`src/rtl/shift_reg_pkg.sv`:
```
// Shared constants and FSM encoding for the universal shift register and its
// serial-transfer controller.
package shift_reg_pkg;

    localparam logic [1:0] MODE_HOLD = 2'b00;
    localparam logic [1:0] MODE_SHR  = 2'b01;
    localparam logic [1:0] MODE_SHL  = 2'b10;
    localparam logic [1:0] MODE_LOAD = 2'b11;

    localparam logic OP_TX = 1'b0;
    localparam logic OP_RX = 1'b1;

    typedef enum logic [1:0] {
        IDLE  = 2'd0,
        LOAD  = 2'd1,
        SHIFT = 2'd2,
        DONE  = 2'd3
    } state_t;

endpackage

```
`src/rtl/shift_reg.sv`:
```
// Universal shift register datapath: hold, shift right, shift left, parallel load.
module shift_reg
    import shift_reg_pkg::*;
#(
    parameter int WIDTH = 8
) (
    input  logic             clk,
    input  logic [1:0]       mode,
    input  logic [WIDTH-1:0] p_in,
    input  logic             s_in,
    output logic [WIDTH-1:0] out
);

    // NOTE: no reset on the data register; every transfer starts with a LOAD,
    // so its contents before that are don't-care and the reset net stays off it.
    always_ff @(posedge clk) begin
        case (mode)
            MODE_SHR:  out <= {s_in, out[WIDTH-1:1]};
            MODE_SHL:  out <= {out[WIDTH-2:0], s_in};
            MODE_LOAD: out <= p_in;
            default:   out <= out;
        endcase
    end

endmodule

```
`src/rtl/shift_reg_sys.sv`:
```
// Controller plus its shift register, wired as one serial transfer engine.
module shift_reg_sys
    import shift_reg_pkg::*;
#(
    parameter int WIDTH = 8
) (
    input  logic             clk,
    input  logic             rst,
    input  logic             cmd_valid,
    output logic             cmd_ready,
    input  logic             cmd_op,
    input  logic             cmd_dir,
    input  logic [WIDTH-1:0] cmd_data,
    output logic             ser_out,
    input  logic             ser_in,
    output logic             ser_en,
    output logic             done_valid,
    output logic [WIDTH-1:0] done_data
);

    logic [1:0]       sr_mode;
    logic [WIDTH-1:0] sr_p_in;
    logic             sr_s_in;
    logic [WIDTH-1:0] sr_out;

    shift_reg_ctrl #(.WIDTH(WIDTH)) u_ctrl (
        .clk        (clk),
        .rst        (rst),
        .cmd_valid  (cmd_valid),
        .cmd_ready  (cmd_ready),
        .cmd_op     (cmd_op),
        .cmd_dir    (cmd_dir),
        .cmd_data   (cmd_data),
        .ser_out    (ser_out),
        .ser_in     (ser_in),
        .ser_en     (ser_en),
        .done_valid (done_valid),
        .done_data  (done_data),
        .sr_mode    (sr_mode),
        .sr_p_in    (sr_p_in),
        .sr_s_in    (sr_s_in),
        .sr_out     (sr_out)
    );

    shift_reg #(.WIDTH(WIDTH)) u_sr (
        .clk  (clk),
        .mode (sr_mode),
        .p_in (sr_p_in),
        .s_in (sr_s_in),
        .out  (sr_out)
    );

endmodule

```
`src/rtl/shift_reg_ctrl.sv`:
```
// Sequencer that runs one shift_reg through complete TX (load + WIDTH shifts out)
// or RX (clear + WIDTH shifts in) transfers, one command at a time.
module shift_reg_ctrl
    import shift_reg_pkg::*;
#(
    parameter int WIDTH = 8
) (
    input  logic             clk,
    input  logic             rst,
    input  logic             cmd_valid,
    output logic             cmd_ready,
    input  logic             cmd_op,
    input  logic             cmd_dir,
    input  logic [WIDTH-1:0] cmd_data,
    output logic             ser_out,
    input  logic             ser_in,
    output logic             ser_en,
    output logic             done_valid,
    output logic [WIDTH-1:0] done_data,
    output logic [1:0]       sr_mode,
    output logic [WIDTH-1:0] sr_p_in,
    output logic             sr_s_in,
    input  logic [WIDTH-1:0] sr_out
);

    localparam int CNT_W = $clog2(WIDTH + 1);
    localparam logic [CNT_W-1:0] LAST_CNT = CNT_W'(WIDTH - 1);

    state_t           state;
    state_t           state_nxt;
    logic [CNT_W-1:0] cnt;
    logic             op;
    logic             dir;

    // NOTE: sequential state uses non-blocking assignments only, so every
    // register samples the pre-edge values no matter how the block is ordered.
    always_ff @(posedge clk) begin
        if (rst) begin
            state   <= IDLE;
            cnt     <= '0;
            op      <= OP_TX;
            dir     <= 1'b0;
            sr_p_in <= '0;
        end else begin
            state <= state_nxt;
            case (state)
                IDLE: begin
                    if (cmd_valid) begin
                        op      <= cmd_op;
                        dir     <= cmd_dir;
                        // RX loads zeros so the received word starts from a clean register.
                        sr_p_in <= (cmd_op == OP_TX) ? cmd_data : '0;
                    end
                end
                LOAD:    cnt <= '0;
                SHIFT:   cnt <= cnt + CNT_W'(1);
                default: cnt <= cnt;
            endcase
        end
    end

    // NOTE: every output gets a default before the case, so no path leaves a
    // value unassigned and no latch is inferred.
    always_comb begin
        state_nxt  = state;
        cmd_ready  = 1'b0;
        sr_mode    = MODE_HOLD;
        ser_en     = 1'b0;
        ser_out    = 1'b0;
        sr_s_in    = 1'b0;
        done_valid = 1'b0;
        done_data  = '0;
        if (!rst) begin
            case (state)
                IDLE: begin
                    cmd_ready = 1'b1;
                    if (cmd_valid) state_nxt = LOAD;
                end
                LOAD: begin
                    sr_mode   = MODE_LOAD;
                    state_nxt = SHIFT;
                end
                SHIFT: begin
                    sr_mode = dir ? MODE_SHL : MODE_SHR;
                    ser_en  = 1'b1;
                    if (op == OP_TX) ser_out = dir ? sr_out[WIDTH-1] : sr_out[0];
                    else             sr_s_in = ser_in;
                    if (cnt == LAST_CNT) state_nxt = DONE;
                end
                DONE: begin
                    done_valid = 1'b1;
                    done_data  = sr_out;
                    state_nxt  = IDLE;
                end
                default: state_nxt = IDLE;
            endcase
        end
    end

endmodule

```
`config.mk`:
```
export PLATFORM = sky130hd
export DESIGN_NAME = shift_reg_sys
export DESIGN_NICKNAME = d
export VERILOG_FILES = /design/src/rtl/shift_reg_pkg.sv /design/src/rtl/shift_reg.sv /design/src/rtl/shift_reg_sys.sv /design/src/rtl/shift_reg_ctrl.sv
export SDC_FILE = /design/constraint.sdc
export NUM_CORES = 1
export LEC_CHECK = 0
export ABC_AREA = 1
export CELL_PAD_IN_SITES_DETAIL_PLACEMENT = 0
export CELL_PAD_IN_SITES_GLOBAL_PLACEMENT = 1
export CORE_MARGIN = 1.5
export CORE_UTILIZATION = 32
export CTS_BUF_LIST = sky130_fd_sc_hd__clkbuf_16
export DETAILED_ROUTE_END_ITERATION = 10
export PLACE_DENSITY = 0.78
export SYNTH_ARGS = -nofsm -noshare
export SYNTH_HDL_FRONTEND = slang
export SYNTH_SLANG_ARGS = --single-unit
```
`constraint.sdc`:
```
create_clock -name clk -period 1.4 [get_ports clk]
set_clock_uncertainty 0.05 [all_clocks]
set_input_delay 0.42 -clock clk [delete_from_list [all_inputs] [get_ports clk]]
set_output_delay 0.42 -clock clk [all_outputs]
set_load 0.05 [all_outputs]
```
==> summary.md, run 1 <==
| Metric | Value |
|---|---|
| Crit-path max FO | 8 |
| Number of I/O pins | 26 |
| Multi-input gate area | 767 µm² |
| Ys async rst share | 0% |
| Crit path max-delay cell type | dfxtp_4 |
| Maximum clock rate | 585 MHz |
| Antenna violations before repair | 0 |
| Pre-CTS setup slack | -554 ps |
| Fraction of layout cells with a size suffix above 1 | 37.3% |
| Grt total ovfl | 0 |
| Area grow syn2layout | 74.8% |
| Filler cell count in the final layout | 341 |
| Req. time, crit path | 930 ps |
| DRC | 0 |
| Root Driver | clkbuf_16 |
| WL final | 3150 µm |
| Routed vias/inst | 4.68 |
| Starting Density | 33.5% |
| Final hold vios | 0 |
| Crit path largest cell delay | 360 ps |
| Gpl congestion | 0.812 |
| Cell Chain, Critical Path | ha_4 -> buf_12 -> nand2_4 -> clkinvlp_4 -> buf_6 |
| Largest delay share family, worst path | buffers and inverters |
| CTS tree | built |
| PwrDens | 1620 nW/µm² |
| Crit path buffers/inverters | 3 |
| RSZ-0062 raised after global routing | true |
| Leakage Power | 0.855 nW |
| Mapped Avg Cell Area | 7.40 µm² |
| Rel. slew slack | 63.2% |
| Max Cap Viol | 0 |
| Netlist cell types | 18 |
| Hold WC Path Type | reg2reg |
| Cell area after layout | 2160 µm² |
| Net count, final | 237 |
| Pins Over Slew Limit | 0 |
| Mapped Cells | 167 |
| Worst slew pin tran | 550 ps |
| Failing checks | setup timing |
| Clock-pin slew on the worst setup and hold paths | 60 ps |
| Cell Area, Synth | 1240 µm² |
| Synthesized flop and latch total | 24 |
| Post-route ant nets | 0 |
| Post-synth top cells | nand2_1 (57), nand3_1 (19), nor2_1 (17) |
| GRT Util Overall | 16.3% |
| H-tree depth | 1 |
| Syn nets | 186 |
| Setup violations, final | 30 |
| Synth top area cells | dfxtp_1 (26%), edfxtp_1 (19%), nand2_1 (17%) |
| Largest net degree at the start of global routing | 17 |
| IO Port Bufs | 25 |
| Core Region | 3690 µm² |
| Die area | 4250 µm² |
| Fin Setup TNS | -5950 ps |
| Crit end category | output port |
| Most common cell in the netlist | nand2_1 |
| Drt pass-1 iters | 4 |
| Row count | 22 |
| First-pass GRT wire length | 5490 µm |
| Sequential cell area | 568 µm² |
| Crit path time final | 1710 ps |
| Max VDD drop | 0.790 mV |
| Routed wire length per instance | 11.9 µm |
| First DRT Iteration DRCs | 41 |
| Vias in the first global route | 1235 |
| Die H | 65.2 µm |
| Status | finished, violations left |
| Antenna diodes | 0 |
| Gr busiest metal | met2 |
| Yosys top cell by area | dfxtp_1 |
| Met2 usage | 28.1% |
| Yosys top cell area share | 25.9% |
| Dpl cell area | 1930 µm² |
| Global-route met1 utilization | 21.8% |
| WHS | 417 ps |
| Data arrival time of the worst path | 1240 ps |
| Sequential area share after synthesis | 45.3% |
| Post-synth EDFFs | 8 |
| Post-route setup slack | -310 ps |
| DPL Wire Length | 2410 µm |
| Die span in x | 65.2 µm |
| Clk Latency, worst-skew pair | 260 ps |
| Ys Warns | 0 |
| CTS buffer count | 3 |
| CP Launch Type | register |
| Final Cycle Share | 122% |
| CTS sink cnt | 24 |
| Clock buffer depth | 2 |
| GR Util met3 | 2.74% |
| Predominant post-synthesis flop cell | dfxtp_1 |
| Total number of vias | 1241 |
| Crit path kind | reg2out |
metrics by stage:
stage / total power [mW] / cells / util, %
floorplan: 1.86 / 167 / -
global placement: 2.49 / 258 / 52.3
detailed placement: 2.53 / 258 / 52.3
CTS: 3.47 / 265 / 57.9
global route: 3.71 / 265 / 58.6
finish: 3.51 / 265 / 58.6
cells by family (layout without fill, tap and decap cells):
kind of cell | Yosys count | in the layout | synth area share (%)
and+or+nand+nor | 102 | 102 | 36.0
DFF | 24 | 24 | 45.3
AOI/OAI and AO/OA | 19 | 19 | 7.69
buffers and inverters | 17 | 67 | 5.87
adders and majority gates | 5 | 5 | 5.06
placed cells by master, fill, tap and decap left out, drive strengths merged:
cell	n
clkbuf	3
clkinvlp	1
o21ai	4
dlygate4sd2	1
nand3	19
clkdlybuf4s50	12
ha	5
inv	12
a21oi	15
buf	37
nand2	58
edfxtp	8
or2	1
dfxtp	16
nor2	21
nor3	3
bufinv	1
registers in the layout (all words and copies together) (netlist names):
register        cells
u_ctrl.cnt          4
u_ctrl.dir          1
u_ctrl.op           1
u_ctrl.sr_p_in      8
u_ctrl.state        2
u_sr.out            8
worst register-to-register path, cell delays in order (launching register included):
cell	delay, ps
dfxtp_4	370
inv_1	60
ha_2	370
inv_2	60
nor2_4	110
nand2_4	100
nor2_4	170
nand2_1	90
nand3_1	70
report_power, final:
| part | switching (mW) | total (mW) | internal, mW |
|---|---|---|---|
| logic | 0.916 | 1.70 | 0.789 |
| clock network | 0.250 | 0.818 | 0.568 |
| registers | 0.117 | 0.988 | 0.870 |
final cells by class:
class / instances / share of cell area [%]
tap: 48 / 2.78
inverter: 13 / 2.78
sequential: 24 / 26.3
clock buffer: 3 / 3.47
multi-input combinational: 126 / 35.5
timing repair buffer: 50 / 27.8
clock inverter: 1 / 1.39
repair_timing:
action                                  in CTS  in global routing
resized for setup                           24                  8
pin swaps                                   11                  1
hold buffers                                 0                  0
endpoints found under the hold margin        0                  0
endpoints found under the setup margin      31                 44
setup buffers                                3                  0
cloned                                       0                  0
routing by layer:
| metal | part of all wire (%) | vias up |
|---|---|---|
| met3 | 4.3 | 2 |
| met5 | 0 | - |
| met2 | 49 | 29 |
| li1 | - | 638 |
| met4 | 0.51 | 0 |
| met1 | 46 | 572 |
path summary, 6_finish.rpt:
path / from / endpoint / slack [ps] / cells after the start
worst min-delay path: u_ctrl.sr_p_in[2]$_SDFFE_PP0P_ / u_ctrl.sr_p_in[2]$_SDFFE_PP0P_ / 420 / 2
worst max-delay path: u_ctrl.state[0]$_SDFFE_PP0P_ / done_valid / -310 / 5
worst max register to register: u_ctrl.state[1]$_SDFFE_PP0P_ / u_sr.out[1]$_DFFE_PP_ / -200 / 8
worst min register to register: u_ctrl.sr_p_in[2]$_SDFFE_PP0P_ / u_ctrl.sr_p_in[2]$_SDFFE_PP0P_ / 420 / 2
(Power assumes the default switching activity.)
==> inputs of run 2 (changes only) <==
CORE_MARGIN = not set   (was 1.5)
MAX_ROUTING_LAYER = met4   (was not set)
SKIP_CTS_REPAIR_TIMING = 1   (was not set)
==> summary.md, run 2 (synthesized netlist as in run 1, its figures left out) <==
| Metric | Value |
|---|---|
| Final Util | 60.0% (was 58.6%) |
| Root Driver | clkbuf_16 (unchanged) |
| R2r endpoint | u_sr.out[3]$_DFFE_PP_ (was u_sr.out[1]$_DFFE_PP_) |
| Met2 usage | 23.8% (was 28.1%) |
| Crit-path max FO | 8 (unchanged) |
| Final Cycle Share | 124% (was 122%) |
| Clock buffer depth | 2 (unchanged) |
| HP Start | u_ctrl.sr_p_in[1]$_SDFFE_PP0P_ (was u_ctrl.sr_p_in[2]$_SDFFE_PP0P_) |
| Starting Density | 33.5% (unchanged) |
| H-tree depth | 1 (unchanged) |
| Crit path from | u_ctrl.state[0]$_SDFFE_PP0P_ (unchanged) |
| Global-route met1 utilization | 22.1% (was 21.8%) |
| Status | finished, violations left (unchanged) |
| RSZ-0062 raised after global routing | true (unchanged) |
| Row count | 22 (unchanged) |
| Dpl cell area | 1940 µm² (was 1930 µm²) |
| Post-route ant nets | 0 (unchanged) |
| Commonest cells after routing, fill and taps aside | nand2_1 (46), nand3_1 (19), buf_4 (18) (unchanged) |
| Total number of vias | 1245 (was 1241) |
| Drt pass-1 iters | 4 (unchanged) |
| Fin Setup TNS | -6290 ps (was -5950 ps) |
| Rel. slew slack | 64.6% (was 63.2%) |
| Hold WC Path Type | reg2reg (unchanged) |
| Failing checks | setup timing (unchanged) |
| Hold EP | u_ctrl.sr_p_in[1]$_SDFFE_PP0P_ (was u_ctrl.sr_p_in[2]$_SDFFE_PP0P_) |
| PwrDens | 1610 nW/µm² (was 1620 nW/µm²) |
| Vias in the first global route | 1100 (was 1235) |
| Maximum clock rate | 576 MHz (was 585 MHz) |
| Commonest non-fill, non-tap cell in the layout | nand2_1 (unchanged) |
| DPL Wire Length | 2290 µm (was 2410 µm) |
| Req. time, crit path | 930 ps (about the same) |
| Die H | 64.2 µm (was 65.2 µm) |
| Placed cells | 259 (was 258) |
| Largest regs | u_ctrl.sr_p_in (8), u_sr.out (8), u_ctrl.cnt (4) (unchanged) |
| Clock-pin slew on the worst setup and hold paths | 60 ps (about the same) |
| CP Launch Type | register (unchanged) |
| Net count, final | 238 (was 237) |
| Total power | 3.57 mW (was 3.51 mW) |
| Gr busiest metal | met2 (unchanged) |
| Fin cells | 266 (was 265) |
| Post-route setup slack | -337 ps (was -310 ps) |
| FF-to-FF path depth | 8 (unchanged) |
| WHS | 416 ps (was 417 ps) |
| Pre-CTS setup slack | -547 ps (was -554 ps) |
| Die span in x | 64.2 µm (was 65.2 µm) |
| Grt total ovfl | 0 (unchanged) |
| Launch point of the worst reg-to-reg path | u_ctrl.state[1]$_SDFFE_PP0P_ (unchanged) |
| Antenna violations before repair | 0 (unchanged) |
| Reg2Reg Setup Slack | -230 ps (was -200 ps) |
| First DRT Iteration DRCs | 47 (was 41) |
| Crit end category | output port (unchanged) |
| DRC | 0 (unchanged) |
| Core Region | 3690 µm² (unchanged) |
| CTS tree | built (unchanged) |
| WL final | 3150 µm (unchanged) |
| Max VDD drop | 1.20 mV (was 0.790 mV) |
| Final hold vios | 0 (unchanged) |
| Max Cap Viol | 0 (unchanged) |
| Crit path kind | reg2out (unchanged) |
| Data arrival time of the worst path | 1270 ps (was 1240 ps) |
| Die area | 4120 µm² (was 4250 µm²) |
| Filler cell count in the final layout | 326 (was 341) |
| Crit path time final | 1740 ps (was 1710 ps) |
| Antenna diodes | 0 (unchanged) |
| Largest net degree at the start of global routing | 17 (unchanged) |
| Fraction of layout cells with a size suffix above 1 | 39.0% (was 37.3%) |
| Worst slew pin tran | 529 ps (was 550 ps) |
| GR Util met3 | 2.32% (was 2.74%) |
| Hold path depth | 2 (unchanged) |
| Routed vias/inst | 4.68 (about the same) |
| Clk Latency, worst-skew pair | 260 ps (about the same) |
| Routed wire length per instance | 11.8 µm (was 11.9 µm) |
| CTS sink cnt | 24 (unchanged) |
| Setup violations, final | 30 (unchanged) |
| Cell area after layout | 2210 µm² (was 2160 µm²) |
| IO Port Bufs | 25 (unchanged) |
| Area grow syn2layout | 79.0% (was 74.8%) |
| Pins Over Slew Limit | 0 (unchanged) |
| Number of I/O pins | 26 (unchanged) |
| First-pass GRT wire length | 4960 µm (was 5490 µm) |
| CTS buffer count | 3 (unchanged) |
| Gpl congestion | 0.797 (was 0.812) |
| Leakage Power | 0.903 nW (was 0.855 nW) |
| GRT Util Overall | 15.9% (was 16.3%) |
==> run 2: cell types whose count changed in the layout (fill, tap and decap cells not counted), moves of 2 or more <==
cell / previous run / this run
a21oi_2: 1 / 3
nand2_2: 8 / 4
nand2_4: 4 / 8
a21oi_1: 14 / 12
nor2_2: 2 / 0
==> run 2: where the power goes <==
part           internal [mW]  switching (mW)
Sequential             0.871           0.123
Clock                  0.568           0.249
Combinational          0.816           0.942
==> run 2: worst max-delay path, cell delays in order, from the launching register on <==
cell and delay (ps):
dfxtp_4 370, ha_4 170, buf_12 140, nand2_4 90, clkinvlp_4 80, buf_6 150
==> run 2: routing by layer <==
layer / part of all wire [%] / vias up
met5: 0 / -
met4: 0.98 / 0
met3: 3.8 / 4
met2: 48 / 30
met1: 47 / 562
li1: - / 649
==> run 2: final cells by class <==
type	count	area, µm²	area share, %
Timing Repair Buffer	51	616	27.8
Sequential cell	24	568	25.7
Multi-Input combinational cell	126	802	36.2
Inverter	13	62.6	2.83
Clock inverter	1	30.0	1.36
Tap cell	48	60.1	2.71
Clock buffer	3	75.1	3.39
==> run 2: worst max path at each step <==
| stage | end | slack [ps] | cells after the start |
|---|---|---|---|
| floorplan | ser_out | -200 | 4 |
| global placement | ser_out | -550 | 6 |
| detailed placement | done_valid | -550 | 6 |
| CTS | ser_out | -550 | 6 |
| global route | ser_out | -380 | 5 |
| finish | done_valid | -340 | 5 |
==> inputs of run 3 (changes only) <==
ABC_AREA = not set   (was 1)
CORE_UTILIZATION = 35   (was 32)
HOLD_SLACK_MARGIN = 0.06   (was not set)
PLACE_DENSITY = 0.79   (was 0.78)
==> summary.md, run 3 <==
| Metric | Value |
|---|---|
| Status | finished, violations left (unchanged) |
| Failing checks | setup timing (unchanged) |
| Antenna violations before repair | 0 (unchanged) |
| Die span in x | 63.6 µm (was 64.2 µm) |
| Data arrival time of the worst path | 1360 ps (was 1270 ps) |
| Total number of vias | 1218 (was 1245) |
| RSZ-0062 raised after global routing | true (unchanged) |
| Antenna diodes | 0 (unchanged) |
| Worst slew pin tran | 340 ps (was 529 ps) |
| Req. time, crit path | 930 ps (about the same) |
| GRT Util Overall | 15.9% (about the same) |
| Reg2Reg Setup Slack | -300 ps (was -230 ps) |
| PwrDens | 1660 nW/µm² (was 1610 nW/µm²) |
| Pint | 2.27 mW (was 2.26 mW) |
| Commonest cells after routing, fill and taps aside | a21oi_1 (17), buf_4 (16), dfxtp_1 (14) (was nand2_1 (46), nand3_1 (19), buf_4 (18)) |
| Synth top area cells | dfxtp_1 (24%), edfxtp_1 (18%), a21oi_1 (6.8%) (was dfxtp_1 (26%), edfxtp_1 (19%), nand2_1 (17%)) |
| Clock power frac | 17.4% (was 22.9%) |
| Mux share of post-synthesis cell area | 1.51% (was 0%) |
| Largest net degree at the start of global routing | 14 (was 17) |
| Synthesized flop and latch total | 24 (unchanged) |
| Row count | 21 (was 22) |
| Switching power share of the total | 36.7% (was 36.8%) |
| Post-synth top cells | a21oi_1 (18), dfxtp_1 (16), nand2_1 (14) (was nand2_1 (57), nand3_1 (19), nor2_1 (17)) |
| Crit end category | output port (unchanged) |
| Gpl congestion | 0.847 (was 0.797) |
| Leakage Power | 0.792 nW (was 0.903 nW) |
| Fin Setup TNS | -9240 ps (was -6290 ps) |
| Synth Area in Compound Gates | 18.6% (was 7.69%) |
| Die area | 4040 µm² (was 4120 µm²) |
| CTS buffer count | 3 (unchanged) |
| Gate power share | 54.5% (was 49.3%) |
| Final Cycle Share | 130% (was 124%) |
| WHS | 405 ps (was 416 ps) |
| Register share of total power | 28.1% (was 27.8%) |
| Number of I/O pins | 26 (unchanged) |
| Commonest non-fill, non-tap cell in the layout | a21oi_1 (was nand2_1) |
| CP Launch Type | register (unchanged) |
| Cell Area, Synth | 1330 µm² (was 1240 µm²) |
| H-tree depth | 1 (unchanged) |
| Maximum clock rate | 548 MHz (was 576 MHz) |
| Max Cap Viol | 0 (unchanged) |
| Syn nets | 159 (was 186) |
| Clock-pin slew on the worst setup and hold paths | 60 ps (about the same) |
| CTS sink cnt | 24 (unchanged) |
| Routed wire length per instance | 14.7 µm (was 11.8 µm) |
| Fin cells | 231 (was 266) |
| Post-route setup slack | -425 ps (was -337 ps) |
| Yosys top cell by area | dfxtp_1 (unchanged) |
| Area grow syn2layout | 62.4% (was 79.0%) |
| CTS tree | built (unchanged) |
| Vias in the first global route | 1054 (was 1100) |
| Ys async rst share | 0% (unchanged) |
| DRC | 0 (unchanged) |
| Drt pass-1 iters | 5 (was 4) |
| WL final | 3390 µm (was 3150 µm) |
| Net count, final | 205 (was 238) |
| Pre-CTS setup slack | -578 ps (was -547 ps) |
| Adder-cell area share of the yosys netlist | 4.72% (was 5.06%) |
| Most common cell in the netlist | a21oi_1 (was nand2_1) |
| Grt total ovfl | 0 (unchanged) |
| Crit path time final | 1830 ps (was 1740 ps) |
| Mapped Avg Cell Area | 9.47 µm² (was 7.40 µm²) |
| Setup violations, final | 30 (unchanged) |
| Yosys top cell area share | 24.2% (was 25.9%) |
| First DRT Iteration DRCs | 53 (was 47) |
| Sequential area share after synthesis | 42.3% (was 45.3%) |
| Largest family of logic cells by synthesized area | simple AND/OR/NAND/NOR gates (unchanged) |
| Root Driver | clkbuf_16 (unchanged) |
| Fraction of layout cells with a size suffix above 1 | 42.2% (was 39.0%) |
| Total power | 3.58 mW (was 3.57 mW) |
| First-pass GRT wire length | 4930 µm (was 4960 µm) |
| Clock buffer depth | 2 (unchanged) |
| Pins Over Slew Limit | 0 (unchanged) |
| Crit-path max FO | 5 (was 8) |
| IO Port Bufs | 25 (unchanged) |
| Post-Synth Simple-Gate Area | 26.4% (was 36.0%) |
| Rel. slew slack | 77.3% (was 64.6%) |
| Max VDD drop | 0.789 mV (was 1.20 mV) |
| Synth Area in XOR/XNOR | 0% (unchanged) |
| Hold WC Path Type | reg2reg (unchanged) |
| Core Region | 3470 µm² (was 3690 µm²) |
| Die H | 63.6 µm (was 64.2 µm) |
| Placed cells | 222 (was 259) |
| Post-route ant nets | 0 (unchanged) |
| Routed vias/inst | 5.27 (was 4.68) |
| Mapped Cells | 140 (was 167) |
| Netlist cell types | 32 (was 18) |
| Final hold vios | 0 (unchanged) |
| Ys Warns | 0 (unchanged) |
| Starting Density | 38.2% (was 33.5%) |
| Predominant post-synthesis flop cell | dfxtp_1 (unchanged) |
| DPL Wire Length | 2400 µm (was 2290 µm) |
| Sw Pwr | 1.31 mW (about the same) |
| Crit path kind | reg2out (unchanged) |
| Clk Latency, worst-skew pair | 260 ps (about the same) |
| Largest regs | u_ctrl.sr_p_in (8), u_sr.out (8), u_ctrl.cnt (4) (unchanged) |
| Post-synth EDFFs | 8 (unchanged) |
[run 3: changes by cell type in the layout (fill, tap and decap cells not counted), moves of 4 or more]
cell,previous run,this run
nand2_1,46,13
nand3_1,19,5
nor2_4,13,1
nand4b_1,0,10
and2_4,0,8
inv_1,8,1
nand2_4,8,1
nor2_1,8,1
o22ai_1,0,7
a21oi_1,12,17
nand3b_1,0,4
o22ai_2,0,4
[run 3: final timing paths]
path                                       start                        endpoint  cells past startpoint
setup / recovery    u_ctrl.state[1]$_SDFFE_PP0P_                    done_data[2]                      5
setup reg to reg    u_ctrl.state[0]$_SDFFE_PP0P_           u_sr.out[6]$_DFFE_PP_                      5
hold / removal    u_ctrl.sr_p_in[7]$_SDFFE_PP0P_  u_ctrl.sr_p_in[7]$_SDFFE_PP0P_                      2
hold reg to reg   u_ctrl.sr_p_in[7]$_SDFFE_PP0P_  u_ctrl.sr_p_in[7]$_SDFFE_PP0P_                      2
[run 3: cell type report]
cell class,count,area [µm²]
repair buffers,50,594
well taps,46,57.6
clock buffers,3,75.1
flip-flops and latches,24,568
inverters,4,17.5
clock inverters,1,3.75
multi-input cells,103,837
fillers,299,1320
[run 3: logic make-up (layout without fill, tap and decap cells)]
kind of cell | after synthesis | count (layout)
simple gates | 57 | 57
mux | 2 | 2
fa+ha+maj | 5 | 5
flops | 24 | 24
buf+inv | 13 | 58
compound gates | 39 | 39
[run 3: stage by stage]
step                      utilization (%)  area (µm²)
final                                62.1        2150
after global routing                 62.1        2150
after CTS                            57.1        1980
after detailed placement             54.8        1900
after global placement               54.8        1900
after floorplan                         -        1410
[run 3: metal layers]
layer / part of all wire [%] / wire (µm) / vias to the layer above / track usage [%]
met5: 0 / 0 / - / -
met1: 46 / 1560 / 574 / 20.6
met3: 4.1 / 139 / 2 / 2.90
met4: 0.59 / 20 / 0 / 4.26
met2: 49 / 1670 / 36 / 25.4
li1: - / - / 606 / -
[run 3: critical path, cell delays in order (launching register included)]
cell	delay [ps]
dfxtp_4	390
ha_4	140
nor2b_4	170
buf_6	130
and2_4	140
buf_12	130
[run 3: power by group through the flow]
stage | registers, mW | logic, mW | clock network (mW)
floorplan | 0.966 | 1.05 | 0
global route | 1.02 | 2.07 | 0.659
global placement | 0.988 | 1.53 | 0
CTS | 0.978 | 1.57 | 0.628
finish | 1.01 | 1.95 | 0.623
detailed placement | 0.993 | 1.56 | 0
